### config.mk
export PLATFORM = sky130hd
export DESIGN_NAME = cmp_share_arb
export DESIGN_NICKNAME = d
export VERILOG_FILES = /design/src/rtl/cmp_share_arb.sv
export SDC_FILE = /design/constraint.sdc
export NUM_CORES = 1
export LEC_CHECK = 0
export BUFFER_PORTS_ARGS = -buffer_cell sky130_fd_sc_hd__clkbuf_2
export CORE_MARGIN = 3
export CORE_UTILIZATION = 35
export DETAILED_ROUTE_END_ITERATION = 8
export REMOVE_ABC_BUFFERS = 1
export SYNTH_ARGS = -nofsm -noshare
export SYNTH_HDL_FRONTEND = slang
export SYNTH_SLANG_ARGS = --single-unit
### constraint.sdc
create_clock -name clk -period 2.4 [get_ports clk]
set_input_delay 0.36 -clock clk [delete_from_list [all_inputs] [get_ports clk]]
set_output_delay 0.36 -clock clk [all_outputs]
set_load 0.1 [all_outputs]
### src/rtl/cmp_share_arb.sv
// Round-robin arbiter sharing one registered W-bit magnitude comparator between NREQ requesters.
// Optional macro CMP_SIGNED_EN adds a per-transaction cmp_signed input for two's-complement compares.
module cmp_share_arb #(
  parameter int NREQ = 4,
  parameter int W    = 8,
  parameter int IDXW = 2
) (
  input  logic              clk,
  input  logic              rst_n,
  input  logic [NREQ-1:0]   req_valid,
  input  logic [NREQ*W-1:0] req_a,
  input  logic [NREQ*W-1:0] req_b,
`ifdef CMP_SIGNED_EN
  input  logic              cmp_signed,
`endif
  output logic [NREQ-1:0]   req_ready,
  output logic              rsp_valid,
  output logic [IDXW-1:0]   rsp_id,
  output logic              rsp_gt,
  output logic              rsp_lt,
  output logic              rsp_eq,
  input  logic              rsp_ready,
  output logic              busy
);

  localparam logic [1:0] S_IDLE = 2'd0;
  localparam logic [1:0] S_CMP  = 2'd1;
  localparam logic [1:0] S_RSP  = 2'd2;

  logic [1:0]      r_state;
  logic [IDXW-1:0] r_rr_ptr;
  logic [IDXW-1:0] r_id_q;
  logic [W-1:0]    r_a_q;
  logic [W-1:0]    r_b_q;
  logic            r_rsp_valid;
  logic [IDXW-1:0] r_rsp_id;
  logic            r_gt;
  logic            r_lt;
  logic            r_eq;
  logic            r_busy;
`ifdef CMP_SIGNED_EN
  logic            r_sgn_q;
`endif

  logic [IDXW:0]   w_pick;
  logic            w_found;
  logic [IDXW-1:0] w_sel;
  logic            w_grant;
  logic [NREQ-1:0] w_ready;
  logic [W-1:0]    w_a_sel;
  logic [W-1:0]    w_b_sel;
  logic            w_gt;
  logic            w_lt;
  logic            w_eq;
  logic [1:0]      w_state_nxt;
  logic [IDXW-1:0] w_ptr_nxt;
  logic            w_rsp_fire;

  // Returns {found, index} of the first asserted request at or after ptr, wrapping.
  function automatic logic [IDXW:0] rr_pick(input logic [NREQ-1:0] v, input logic [IDXW-1:0] ptr);
    logic [IDXW:0]   res;
    logic [IDXW-1:0] idx;
    res = '0;
    for (int k = NREQ - 1; k >= 0; k--) begin
      idx = IDXW'((int'(ptr) + k) % NREQ);
      if (v[idx]) begin
        res = {1'b1, idx};
      end else begin
        res = res;
      end
    end
    return res;
  endfunction

  assign w_pick     = rr_pick(req_valid, r_rr_ptr);
  assign w_found    = w_pick[IDXW];
  assign w_sel      = w_pick[IDXW-1:0];
  // Reset also masks the grant so req_ready is quiet while rst_n is low.
  assign w_grant    = rst_n & (r_state == S_IDLE) & w_found;
  assign w_a_sel    = req_a[w_sel*W +: W];
  assign w_b_sel    = req_b[w_sel*W +: W];
  assign w_rsp_fire = r_rsp_valid & rsp_ready;
  assign w_ptr_nxt  = (r_id_q == IDXW'(NREQ - 1)) ? '0 : (r_id_q + IDXW'(1));

  // One-hot accept strobe for the selected requester.
  always_comb begin
    w_ready = '0;
    if (w_grant) begin
      w_ready[w_sel] = 1'b1;
    end else begin
      w_ready = '0;
    end
  end

  // Comparator on the captured operands.
  always_comb begin
    w_gt = (r_a_q > r_b_q);
    w_lt = (r_a_q < r_b_q);
    w_eq = (r_a_q == r_b_q);
`ifdef CMP_SIGNED_EN
    if (r_sgn_q) begin
      w_gt = ($signed(r_a_q) > $signed(r_b_q));
      w_lt = ($signed(r_a_q) < $signed(r_b_q));
    end else begin
      w_gt = (r_a_q > r_b_q);
      w_lt = (r_a_q < r_b_q);
    end
`endif
  end

  // Next-state selection for IDLE -> CMP -> RSP -> IDLE.
  always_comb begin
    w_state_nxt = r_state;
    case (r_state)
      S_IDLE: begin
        if (w_grant) w_state_nxt = S_CMP;
        else         w_state_nxt = S_IDLE;
      end
      S_CMP: w_state_nxt = S_RSP;
      S_RSP: begin
        if (w_rsp_fire) w_state_nxt = S_IDLE;
        else            w_state_nxt = S_RSP;
      end
      default: w_state_nxt = S_IDLE;
    endcase
  end

  // State, operand capture, registered compare result and pointer advance.
  always_ff @(posedge clk or negedge rst_n) begin
    if (!rst_n) begin
      r_state     <= S_IDLE;
      r_rr_ptr    <= '0;
      r_id_q      <= '0;
      r_a_q       <= '0;
      r_b_q       <= '0;
      r_rsp_valid <= 1'b0;
      r_rsp_id    <= '0;
      r_gt        <= 1'b0;
      r_lt        <= 1'b0;
      r_eq        <= 1'b0;
      r_busy      <= 1'b0;
`ifdef CMP_SIGNED_EN
      r_sgn_q     <= 1'b0;
`endif
    end else begin
      r_state <= w_state_nxt;
      r_busy  <= (w_state_nxt != S_IDLE);
      case (r_state)
        S_IDLE: begin
          if (w_grant) begin
            r_a_q  <= w_a_sel;
            r_b_q  <= w_b_sel;
            r_id_q <= w_sel;
`ifdef CMP_SIGNED_EN
            r_sgn_q <= cmp_signed;
`endif
          end
        end
        S_CMP: begin
          r_gt        <= w_gt;
          r_lt        <= w_lt;
          r_eq        <= w_eq;
          r_rsp_id    <= r_id_q;
          r_rsp_valid <= 1'b1;
        end
        S_RSP: begin
          if (w_rsp_fire) begin
            r_rsp_valid <= 1'b0;
            r_gt        <= 1'b0;
            r_lt        <= 1'b0;
            r_eq        <= 1'b0;
            r_rr_ptr    <= w_ptr_nxt;
          end
        end
        default: begin
          r_rsp_valid <= 1'b0;
          r_gt        <= 1'b0;
          r_lt        <= 1'b0;
          r_eq        <= 1'b0;
        end
      endcase
    end
  end

  assign req_ready = w_ready;
  assign rsp_valid = r_rsp_valid;
  assign rsp_id    = r_rsp_id;
  assign rsp_gt    = r_gt;
  assign rsp_lt    = r_lt;
  assign rsp_eq    = r_eq;
  assign busy      = r_busy;

endmodule

# After elaboration in Yosys (flattened, before gate mapping)
# Cells that the tools add are included.
# classes
n_addsub,4
magnitude_cmp,8
eq_ne,5
shifts,2
mux,24
bitwise,4
n_reduce_logical,6
# ops
op,n
$shiftx A32 B6 Y8,2
$lt A2 B3 Y1 const B,5
$mux W3,4
$pmux W1 S3,4
$bmux W1 S2,4
$eq A8 B8 Y1,1
$gt A8 B8 Y1,1
$lt A8 B8 Y1,1
$mux W1,7
$pmux W2 S3,1
$reduce_and A2 Y1,3
$add A2 B1 Y2 const B,2
$add A2 B2 Y2 const B,2
$eq A2 B2 Y1 const B,2
$mux W2,2
$mux W4,1
$and A1 B1 Y1,3
$demux W1 S2,1
$eq A2 B1 Y1 const B,1
$ge A2 B1 Y1 const B,1
$logic_not A2 Y1,1
$ne A2 B2 Y1 const B,1
$reduce_bool A2 Y1,1
$logic_and A1 B1 Y1,1
$not A1 Y1,1
# totals
reg_bits,29
input_bits,71
elab_cells,64

# Depth between registers and ports, before layout
# Gate-level depths: netlist of run 1.
# logic_depth
word_depth,12
mapped_depth,8
depth_no_buf,7

# Worst setup path after synthesis of run 1
# OpenSTA, ideal clock, no wires.
# synth_path
kind,register to output
startpoint,register r_rr_ptr[1]
endpoint,output req_ready[0]
arrival_ns,3.357
required_time_ns,2.040
setup_slack_ns,-1.317
path_stages_with_launch,6
n_path_buf,2
cell_sequence,dfrtp_1 > buf_6 > nor3b_1 > clkbuf_1 > nor2_1 > nor3_1
# synth_via
elab_chain_cells,12
elab_cells_between_ends,22
# synth_lines
item,line_no,rtl
from (decl),31,logic [IDXW-1:0] r_rr_ptr;
from (signal assigned),172,r_rr_ptr <= w_ptr_nxt;
$add A2 B2 Y2,65,idx = IDXW'((int'(ptr) + k) % NREQ);
$bmux W1 S2,66,if (v[idx]) begin
$mux W1 (implied by the code),66,
$mux W3 (3 in series),66,
$mux W3 *,66,
$lt A2 B3 Y1 (implied by the code) or $ge A2 B1 Y1 (tied branches),89,w_ready[w_sel] = 1'b1;
$logic_and A1 B1 Y1 (implied by the code),89,
$mux W1 (implied by the code),89,
$demux W1 S2,89,
$mux W4 *,88,if (w_grant) begin
to (decl),16,"output logic [NREQ-1:0] req_ready,"
# Every way passes the cells marked *; elsewhere a longest branch is shown, timed or not. The select of a mux whose other input is x is not followed.

# Final worst setup path of run 1
# layout_path
startpoint,register r_rr_ptr[1]
endpoint,output req_ready[1]
# The elaborated chain is that of the path after synthesis.

==> implementation parameters, run 1 <==
Parameter                              Value

Synthesis
  Number of unique standard cell types used by synthesis    41
  Sequential-to-total area share from yosys stat    36.3%
  Number of synthesized flops with an enable pin    0
  Synth Area per Inst    10.1 um^2
  Number of warnings printed during yosys synthesis    0
  Register bit count reported by yosys    29
  Synth Flop Type    dfrtp_1
  Proportion of register bits with asynchronous set or reset after synthesis    100%
  Cell count after synthesis    197
  Cell area after synthesis    2000 um^2

Worst setup path
  Startpoint of the worst register-to-register path    r_rr_ptr[1]
  WP data arrival    1920 ps
  Data required time at the worst endpoint    2040 ps
  Kind of critical path    register to primary output
  Worst setup path startpoint    r_rr_ptr[1]
  CP max FO    19
  Kind of launch point of the worst setup path    register
  Endpoint type of the worst setup path    primary output

Detailed routing
  Remaining DRCs    0
  DR iter-0 viols    56
  Post-DR wirelength/cell    14.5 um
  Routed wire length    5.08 mm
  Detailed-route vias per instance    5.18
  Via count of the routed design    1,817
  Pre-antenna DRT Iters    4
  Count of nets left with antenna violations after detail routing    0

Clock network
  Clock tree from TritonCTS    built
  TritonCTS buffer count    5
  Bufs on Longest Clock Path    2
  Clock slew at the register clock pins of the worst setup and hold paths    70 ps
  Clk sink count    29
  Total of hold buffers inserted after clock tree synthesis    0
  Number of H-tree branching levels    2
  Skew-Pair Late Insertion Delay    280 ps
  Clk Tree Root Cell    clkbuf_8

Place
  Routability-driven placement congestion ratio    0.812
  IO Port Bufs    81
  Placed cell count    343
  Post-DP HPWL    3.95 mm
  Cell area after placement    2520 um^2
  Worst setup slack after placement    154 ps

GRT
  Grt ovf    0
  Total track usage    16.0%
  Via count of the first global-routing pass    1,740
  Global-route wire length before repair    8.20 mm
  Maximum number of pins on one net before global-route repair    30
  Antenna violations before repair    0

Floorplanning
  Die span in x    81.6 um
  Number of placement rows    26
  Boundary pin count    82
  Die outline height    81.6 um
  Core Footprint    5300 um^2
  Die Area    6650 um^2
  Initial Util    37.7%

Final layout
  Multi-input gate area    1150 um^2
  Fill cell instance count of the final layout    535
  Layout overhead on the synthesized area    31.1%
  Final non-filler cell area    2620 um^2
  Number of standard cells in the layout, taps in and fillers out    351
  Proportion of layout cells with a drive suffix above 1    45.2%
  Diodes inserted    0
  Register area    727 um^2
  Final #Nets    360

STA
  Min Clock Period, post-route    2280 ps
  Worst Tran Pin Value    678 ps
  RSZ-0062 raised after global routing    false
  Headroom to the max-slew limit    54.8%
  Max Clock Skew    7.66 ps
  Crit path setup slack, layout    119 ps
  Highest clock frequency the design can meet    438 MHz
  Count of endpoints failing hold in the final timing report    0
  Final critical-path share of the clock period    95.0%
  # setup viols final    0
  Count of final max-slew check failures    0

Power
  Internal power    779 uW
  Worst VDD drop    236 uV
  Proportion of power drawn by the clock network    36.9%
  Switching share of power    25.3%
  Power density over cell area    398 nW/um^2
  Logic pwr share    16.2%
  Static leakage    0.00128 uW
  Net switching power of the design    264 uW
  Register share of total power    46.9%

Job
  Max capacitance violation total    0

Run status
  Result of the run    finished clean

Min path
  Worst min-delay path category    input port to async pin
==> metrics by stage <==
step                      total power [uW]  utilization (%)  setup TNS [ps]  hold slack, ps
after floorplan                        575                -           -2720            64.4
after global placement                 667             47.6               0             440
after detailed placement               667             47.6               0             432
after CTS                             1060             49.3               0             123
after global routing                  1100             49.4               0             152
final                                 1040             49.4               0             129
==> synth_stat cells (2+ instances only) <==
library cell / instances / area, um^2
dfrtp_1: 29 / 726
o21ai_0: 20 / 100
nand3_1: 17 / 85.1
a221o_1: 16 / 160
mux2_2: 12 / 135
a21boi_1: 10 / 75.1
inv_1: 10 / 37.5
ha_1: 9 / 113
a21boi_0: 7 / 52.6
mux2_4: 7 / 105
nand2_1: 7 / 26.3
a21oi_1: 6 / 30.0
clkbuf_1: 6 / 22.5
nor2_1: 5 / 18.8
buf_6: 4 / 45.0
o21a_1: 3 / 22.5
mux2i_1: 2 / 20.0
nand4_1: 2 / 12.5
nor3_1: 2 / 10.0
o31ai_1: 2 / 15.0
==> cell usage in the layout (no fill, tap or decap), types with 2 or more instances in the layout <==
cell      count
o21ai_0      20
o21a_1        3
nand2_1       7
a21oi_1       6
mux2_4        7
o31ai_1       2
ha_1          9
clkbuf_2     77
mux2i_1       2
clkinv_2      2
clkbuf_8      5
nor2_2        2
mux2_2       12
nand4_1       2
buf_12        4
inv_1        10
a221o_1      16
dfrtp_1      28
buf_4         8
nor2_1        3
nand3_1      17
a21boi_0      7
a21boi_1     10
==> critical path, cell delays in order (launching register included) <==
cell     delay (ps)
dfrtp_2         460
mux2i_1         270
o22a_2          240
nand2_8         150
nor3_2          300
buf_12          210
==> state kept, by name, indices dropped and copies added (netlist names) <==
name       flops
rsp_valid      1
rsp_id         2
r_rr_ptr       2
r_a_q          8
r_b_q          8
busy           1
r_id_q         2
r_state        2
rsp_gt         1
rsp_lt         1
rsp_eq         1
==> timing repair <==
action                                  CTS  global route
setup buffers                             0             0
cloned                                    0             0
gates resized for setup                   1             3
endpoints found under the setup margin    1            19
==> layer usage <==
metal	up-vias	GRT usage, %	share of wire [%]
met3	7	4.82	6.7
li1	915	-	-
met4	0	3.55	1.7
met1	833	21.7	45
met2	62	25.0	47
met5	-	0	0
==> final timing paths <==
kind                           endpoint  slack, ps  cells after the start
hold reg to reg               rsp_id[1]        510                      1
min in group clk              rsp_valid        390                      3
setup / recovery           req_ready[1]        120                      5
setup reg to reg               r_a_q[6]        330                      4
hold / removal               r_state[0]        130                      2
max in group asynchronous   r_rr_ptr[1]       1990                      2
==> cells by family after synthesis <==
kind of cell               Yosys count  share of synthesized area [%]
buffers and inverters               24                           6.64
adders and majority gates            9                           5.64
AOI/OAI and AO/OA                   72                           26.7
muxes                               21                           13.0
and+or+nand+nor                     42                           11.7
DFF                                 29                           36.3
==> power groups by stage <==
stage | sequential (uW) | clock, uW | combinational (uW)
after floorplan | 498 | 0 | 77.2
after global placement | 498 | 0 | 169
after detailed placement | 498 | 0 | 170
after CTS | 489 | 399 | 171
after global routing | 488 | 424 | 189
final | 489 | 385 | 169
==> cell type report <==
| type | instances | area share (%) |
|---|---|---|
| Timing Repair Buffer | 89 | 20.1 |
| Inverter | 11 | 1.58 |
| Clock inverter | 2 | 0.382 |
| Multi-Input combinational cell | 144 | 44.1 |
| Sequential cell | 29 | 27.8 |
| Tap cell | 70 | 3.34 |
| Clock buffer | 6 | 2.77 |
No activity file was read; power rests on OpenSTA's default activity.
==> inputs of run 2 (changes only) <==
ABC_AREA = 1   (was default)
==> run 2 against run 1 <==
Clock power rose by 58%; core utilization decreased by 1.4 points; count of clock-buffer cells in the layout shrank 1; fmax fell by 3.6%; non-clock buffer count is 6 higher; area after synthesis grew 18%; global-route usage is 0.52 points higher; clock skew rose by 1.1 ps; die area increased by 16%; routed wire length rose by 19%; synthesized cell count rose by 90%; critical path type unchanged; largest cell class unchanged; highest routed layer unchanged.
==> implementation parameters, run 2 <==
Parameter                              Value

Floorplanning
  Number of placement rows    29 (+12%)
  Boundary pin count    82 (unchanged)
  Die outline height    88 um (+7.9%)
  Core Footprint    6420 um^2 (+21%)
  Initial Util    36.6% (-1.0 points)
  Die span in x    88 um (+7.9%)
  Die Area    7740 um^2 (+16%)

STA
  # setup viols final    0 (unchanged)
  Max Clock Skew    8.79 ps (+1.13 ps)
  RSZ-0062 raised after global routing    true
  Worst Tran Pin Value    546 ps (-132 ps)
  Highest clock frequency the design can meet    423 MHz (-3.6%)
  Count of endpoints failing hold in the final timing report    0 (unchanged)
  Final critical-path share of the clock period    98.6% (+3.6 points)
  Headroom to the max-slew limit    63.8% (+9.0 points)
  Crit path setup slack, layout    34.0 ps (-85.3 ps)
  Post-route worst hold slack    94.8 ps (-33.8 ps)
  Min Clock Period, post-route    2370 ps (+85.3 ps)
  Count of final max-slew check failures    0 (unchanged)

Worst setup path
  Endpoint type of the worst setup path    primary output
  Kind of launch point of the worst setup path    register
  Critical-path cell list    inv_2, nand2_1, a21oi_1, nor2_2, nand3_1, nand2_4, nor2_4, inv_1, nor2_2, buf_12
  Startpoint of the worst register-to-register path    r_rr_ptr[0]
  Highest cell delay on the worst timing path    450 ps (about the same)
  CP max FO    7 (-12)
  Critical-path top delay cell    dfrtp_2
  Worst setup path startpoint    r_rr_ptr[0]
  Kind of critical path    register to primary output
  Most common cell type on the critical path    nor2_2
  WP data arrival    2010 ps (+90 ps)
  Data required time at the worst endpoint    2040 ps (about the same)

Power
  Power density over cell area    1700 nW/um^2 (+330%)
  Worst VDD drop    654 uV (+180%)
  Static leakage    0.00188 uW (+47%)

GRT
  Maximum number of pins on one net before global-route repair    31 (+3.3%)
  Antenna violations before repair    0 (unchanged)
  Global-route wire length before repair    10.2 mm (+25%)
  Total track usage    16.5% (+0.52 points)
  Via count of the first global-routing pass    2,371 (+36%)
  Grt ovf    0 (unchanged)

Detailed routing
  DR iter-0 viols    80 (+43%)
  Via count of the routed design    2,468 (+36%)
  Detailed-route vias per instance    4.58 (-12%)
  Pre-antenna DRT Iters    4 (unchanged)
  Routed wire length    6.03 mm (+19%)
  Remaining DRCs    0 (unchanged)
  Post-DR wirelength/cell    11.2 um (-23%)
  Count of nets left with antenna violations after detail routing    0 (unchanged)

Clock network
  Clk Tree Root Cell    clkbuf_8
  Number of H-tree branching levels    2 (unchanged)
  Bufs on Longest Clock Path    2 (unchanged)
  Total of hold buffers inserted after clock tree synthesis    0 (unchanged)
  Clk sink count    29 (unchanged)
  Clock slew at the register clock pins of the worst setup and hold paths    70 ps (about the same)
  TritonCTS buffer count    5 (unchanged)
  Clock tree from TritonCTS    built
  Skew-Pair Late Insertion Delay    290 ps (about the same)

Synthesis
  Cell area after synthesis    2350 um^2 (+18%)
  Synth Flop Type    dfrtp_1
  Number of unique standard cell types used by synthesis    27 (-34%)
  List of most frequent post-synthesis cells    nand2_1 (154), inv_1 (58), nand3_1 (53)
  Number of synthesized flops with an enable pin    0 (unchanged)
  Library cell with the highest instance count after synthesis    nand2_1
  Register bit count reported by yosys    29 (unchanged)
  Proportion of register bits with asynchronous set or reset after synthesis    100% (unchanged)
  Top cells by area, synth    dfrtp_1 (31%), nand2_1 (25%), nand3_1 (11%)
  Area share of the largest cell type after synthesis    30.8% (-5.5 points)
  Number of warnings printed during yosys synthesis    0 (unchanged)
  Post-synth top area cell    dfrtp_1
  Synth Area per Inst    6.28 um^2 (-38%)
  Sequential-to-total area share from yosys stat    30.8% (-5.5 points)
  Cell count after synthesis    375 (+90%)

Job
  Max capacitance violation total    0 (unchanged)

Final layout
  Most common cell after layout, fill and taps aside    nand2_1
  Fill cell instance count of the final layout    672 (+26%)
  Highest-count cells in the layout ignoring fill and taps    nand2_1 (153), clkbuf_2 (77), inv_1 (58), nand3_1 (53), dfrtp_1 (27)
  Multi-input gate area    1310 um^2 (+13%)
  Registers with the most flip-flops    r_a_q x8, r_b_q x8
  Register area    728 um^2 (+0.17%)
  Final #Nets    541 (+50%)
  Layout overhead on the synthesized area    30.8%
  Proportion of layout cells with a drive suffix above 1    28.1% (-17 points)
  Diodes inserted    0 (unchanged)

Place
  Routability-driven placement congestion ratio    0.784 (-3.5%)
  Worst setup slack after placement    169 ps (+15.6 ps)
  IO Port Bufs    81 (unchanged)
  Post-DP HPWL    4.65 mm (+18%)

Run status
  Result of the run    finished clean

Min path
  Worst min-delay path category    input port to async pin
==> run 2: cell types whose count changed after synthesis, sizes merged, moves of 3 or more <==
cell	previous run	this run
a21boi	17	0
a221o	16	0
buf	7	16
clkbuf	6	0
inv	11	64
mux2	19	0
nand2	8	160
nand3	18	58
nor2	5	12
o21a	3	0
o21ai	20	12
==> run 2: kinds of logic after synthesis <==
| logic type | Yosys count | synth area share (%) |
|---|---|---|
| xor gates and xnor gates | 1 | 0.372 |
| adders and majority gates | 9 | 4.78 |
| buffers and inverters | 80 | 15.0 |
| DFF | 29 | 30.8 |
| and+or+nand+nor | 235 | 44.2 |
| AOI/OAI and AO/OA | 21 | 4.73 |
==> run 2: repair_timing <==
action                     in CTS  in global routing
setup endpoints to repair       4                  4
gates resized for setup         5                  7
pin swaps                       0                  2
buffers inserted                0                  4
==> run 2: per-layer routing <==
metal / vias up / GRT usage [%] / share of wire (%)
met5: - / 0 / 0
met4: 0 / 4.60 / 1.4
met3: 7 / 2.82 / 4.7
li1: 1324 / - / -
met1: 1074 / 20.4 / 46
met2: 63 / 29.5 / 48
==> run 2: power by group <==
group	switching (uW)	internal [uW]
registers	143	721
clock network	196	412
logic	2530	1240
total	2870	2370
==> run 2: final timing paths <==
check	to	slack (ps)	cells past startpoint
setup / recovery	req_ready[2]	30	10
setup reg to reg	r_a_q[1]	430	14
hold / removal	rsp_valid	90	2
hold reg to reg	r_b_q[2]	480	2
max in group asynchronous	r_rr_ptr[0]	2000	2
min in group clk	r_state[1]	420	4
==> run 2: worst max-delay path: cells and delay by family, from the launching register on <==
family                 cells  cell delay [ps]
AND/OR/NAND/NOR            6              680
flip-flops                 1              450
buffers and inverters      3              370
AO/OA/AOI/OAI              1              230
==> run 2: cell type report <==
class	instances	area share, %
clock buffer	5	2.23
clock inverter	3	2.11
inverter	64	7.80
multi-input combinational	266	42.5
sequential	29	23.6
tap	77	3.13
timing repair buffer	95	18.5
==> run 2: metrics by stage <==
| stage | TNS [ps] | total power, uW | instances | util, % | instance area, um^2 |
|---|---|---|---|---|---|
| 6_report | 0 | 5240 | 539 | 47.9 | 3080 |
| 5_1_grt | -153 | 5780 | 539 | 47.9 | 3080 |
| 4_1_cts | 0 | 5190 | 535 | 47.1 | 3020 |
| 3_5_place_dp | 0 | 4540 | 527 | 44.8 | 2880 |
| 3_3_place_gp | 0 | 4480 | 527 | 44.8 | 2880 |
| 2_1_floorplan | -3360 | 3500 | 359 | - | 2240 |
==> inputs of run 3 (changes only) <==
clock period = 3 ns   (was 2.4 ns; I/O delays follow)
==> run 3 against run 2 <==
Non-clock buffer count is 8 lower; die area unchanged; sequential power shrank 19%; power fell by 26%; flip-flop and latch count stayed put; clock power shrank 41%; routed wire length shrank 2.4%; count of clock-buffer cells in the layout grew 2; sequential share of layout area up 0.97 points; critical path type unchanged; highest routed layer unchanged.
==> implementation parameters, run 3 (synthesis results as in run 2) <==
Parameter                              Value

Worst setup path
  WP data arrival    2300 ps (+290 ps)
  Data required time at the worst endpoint    2550 ps (+510 ps)
  Endpoint type of the worst setup path    primary output
  Worst setup path startpoint    r_rr_ptr[0]
  Kind of critical path    register to primary output
  CP max FO    18 (+11)
  Startpoint of the worst register-to-register path    r_rr_ptr[0]
  Kind of launch point of the worst setup path    register

Detailed routing
  Remaining DRCs    0 (unchanged)
  Pre-antenna DRT Iters    4 (unchanged)
  Routed wire length    5.89 mm (-2.4%)
  Post-DR wirelength/cell    11.1 um (-0.93%)
  Detailed-route vias per instance    4.53 (-0.96%)
  DR iter-0 viols    91 (+14%)
  Via count of the routed design    2,408 (-2.4%)
  Count of nets left with antenna violations after detail routing    0 (unchanged)

Clock network
  Bufs on Longest Clock Path    2 (unchanged)
  Total of hold buffers inserted after clock tree synthesis    0 (unchanged)
  Clock tree from TritonCTS    built
  Post CTS Setup Buffer Count    0 (unchanged)
  Clock slew at the register clock pins of the worst setup and hold paths    70 ps (about the same)
  Number of resized instances in the post-cts repair step    0 (-5)
  Clk sink count    29 (unchanged)
  Number of H-tree branching levels    2 (unchanged)
  Skew-Pair Late Insertion Delay    280 ps (about the same)
  Clk Tree Root Cell    clkbuf_8
  TritonCTS buffer count    5 (unchanged)

STA
  Headroom to the max-slew limit    64.0% (+0.19 points)
  Max Clock Skew    4.51 ps (-4.28 ps)
  Min Clock Period, post-route    2750 ps
  RSZ-0062 raised after global routing    false
  Highest clock frequency the design can meet    364 MHz
  Post-route worst hold slack    211 ps (+116 ps)
  # setup viols final    0 (unchanged)
  Final critical-path share of the clock period    91.7%
  Count of final max-slew check failures    0 (unchanged)
  Count of endpoints failing hold in the final timing report    0 (unchanged)
  Worst Tran Pin Value    543 ps (-2.83 ps)

Place
  Routability-driven placement congestion ratio    0.779 (-0.56%)
  Post-DP HPWL    4.33 mm (-6.8%)
  IO Port Bufs    81 (unchanged)

Final layout
  Final #Nets    533 (-1.5%)
  Most common cell after layout, fill and taps aside    nand2_1
  Proportion of layout cells with a drive suffix above 1    24.9% (-3.2 points)
  Diodes inserted    0 (unchanged)
  Highest-count cells in the layout ignoring fill and taps    nand2_1 (154), clkbuf_2 (77), inv_1 (58), nand3_1 (53), dfrtp_1 (29)
  Fill cell instance count of the final layout    699 (+4.0%)
  Layout overhead on the synthesized area    25.3%
  Registers with the most flip-flops    r_a_q x8, r_b_q x8

Floorplanning
  Core Footprint    6420 um^2 (unchanged)
  Die span in x    88 um (unchanged)
  Die outline height    88 um (unchanged)
  Die Area    7740 um^2 (unchanged)
  Boundary pin count    82 (unchanged)
  Initial Util    36.6% (unchanged)
  Number of placement rows    29 (unchanged)

GRT
  Maximum number of pins on one net before global-route repair    38 (+23%)
  Global-route wire length before repair    10.2 mm (-0.40%)
  Total track usage    16.5% (-0.033 points)
  Fraction of met3 tracks used by global routing    3.39% (+0.56 points)
  GR Util met2    29.3% (-0.21 points)
  Met1 track demand over resource in global routing    20.3% (-0.034 points)
  Via count of the first global-routing pass    2,370 (-0.042%)
  Antenna violations before repair    0 (unchanged)
  Grt ovf    0 (unchanged)
  Layer with the highest usage after global routing    met2

Power
  Worst VDD drop    407 uV (-38%)
  Power density over cell area    1310 nW/um^2 (-23%)
  Total design power    3860 uW (-26%)
  Static leakage    0.00183 uW (-2.9%)

Run status
  Result of the run    finished clean

Min path
  Worst min-delay path category    input port to async pin

Job
  Max capacitance violation total    0 (unchanged)
## run 3: cell count changes in the layout (fill, tap and decap cells not counted), moves of 2 or more
cell and delta:
clkbuf_8 +2, dfrtp_2 -2, dfrtp_1 +2, buf_4 -8
nor2_4 -2, nor2_1 +4, bufinv_16 -2, nor2_2 -2
## run 3: metrics by stage
| step | instances | instance area, um^2 | utilization [%] | setup WS [ps] | TNS [ps] |
|---|---|---|---|---|---|
| global route | 531 | 2950 | 45.9 | 96.3 | 0 |
| detailed placement | 523 | 2850 | 44.3 | 606 | 0 |
| CTS | 531 | 2950 | 45.9 | 289 | 0 |
| floorplan | 359 | 2240 | - | -906 | -1680 |
| global placement | 523 | 2850 | 44.3 | 676 | 0 |
| finish | 531 | 2950 | 45.9 | 250 | 0 |
## run 3: final timing paths
| kind | end | slack (ps) | cells after the start |
|---|---|---|---|
| hold / removal | busy | 210 | 2 |
| hold reg to reg | r_b_q[5] | 480 | 2 |
| max in group asynchronous | r_b_q[2] | 2510 | 2 |
| min in group clk | r_b_q[5] | 480 | 2 |
| setup reg to reg | r_a_q[7] | 910 | 13 |
| setup / recovery | req_ready[0] | 250 | 10 |
## run 3: where the power goes
group	leakage, uW	switching [uW]	internal (uW)
registers	0.000365	126	574
clock network	0.0000542	151	207
logic	0.00141	1930	875
total	0.00183	2200	1660
## run 3: routing by layer
metal / routed length, um / part of all wire, %
met1: 2760 / 47
met2: 2770 / 47
met3: 295 / 5.0
met5: 0 / 0
met4: 70 / 1.2
## run 3: final cells by class
type | instances | area (um^2) | share of cell area (%)
multi-input cells | 266 | 1270 | 43.2
flip-flops and latches | 29 | 726 | 24.6
clock inverters | 1 | 5.00 | 0.170
clock buffers | 7 | 96.3 | 3.27
repair buffers | 87 | 510 | 17.3
well taps | 77 | 96.3 | 3.27
inverters | 64 | 240 | 8.15
## run 3: critical path, cell delays in order (launching register included)
cell and delay [ps]:
dfrtp_1 560, inv_2 120, nand2_1 80, nand2_1 70, a21oi_1 150, nor2_1 80
nand2_1 110, inv_2 60, nor2_4 410, nor3_1 180, buf_12 200
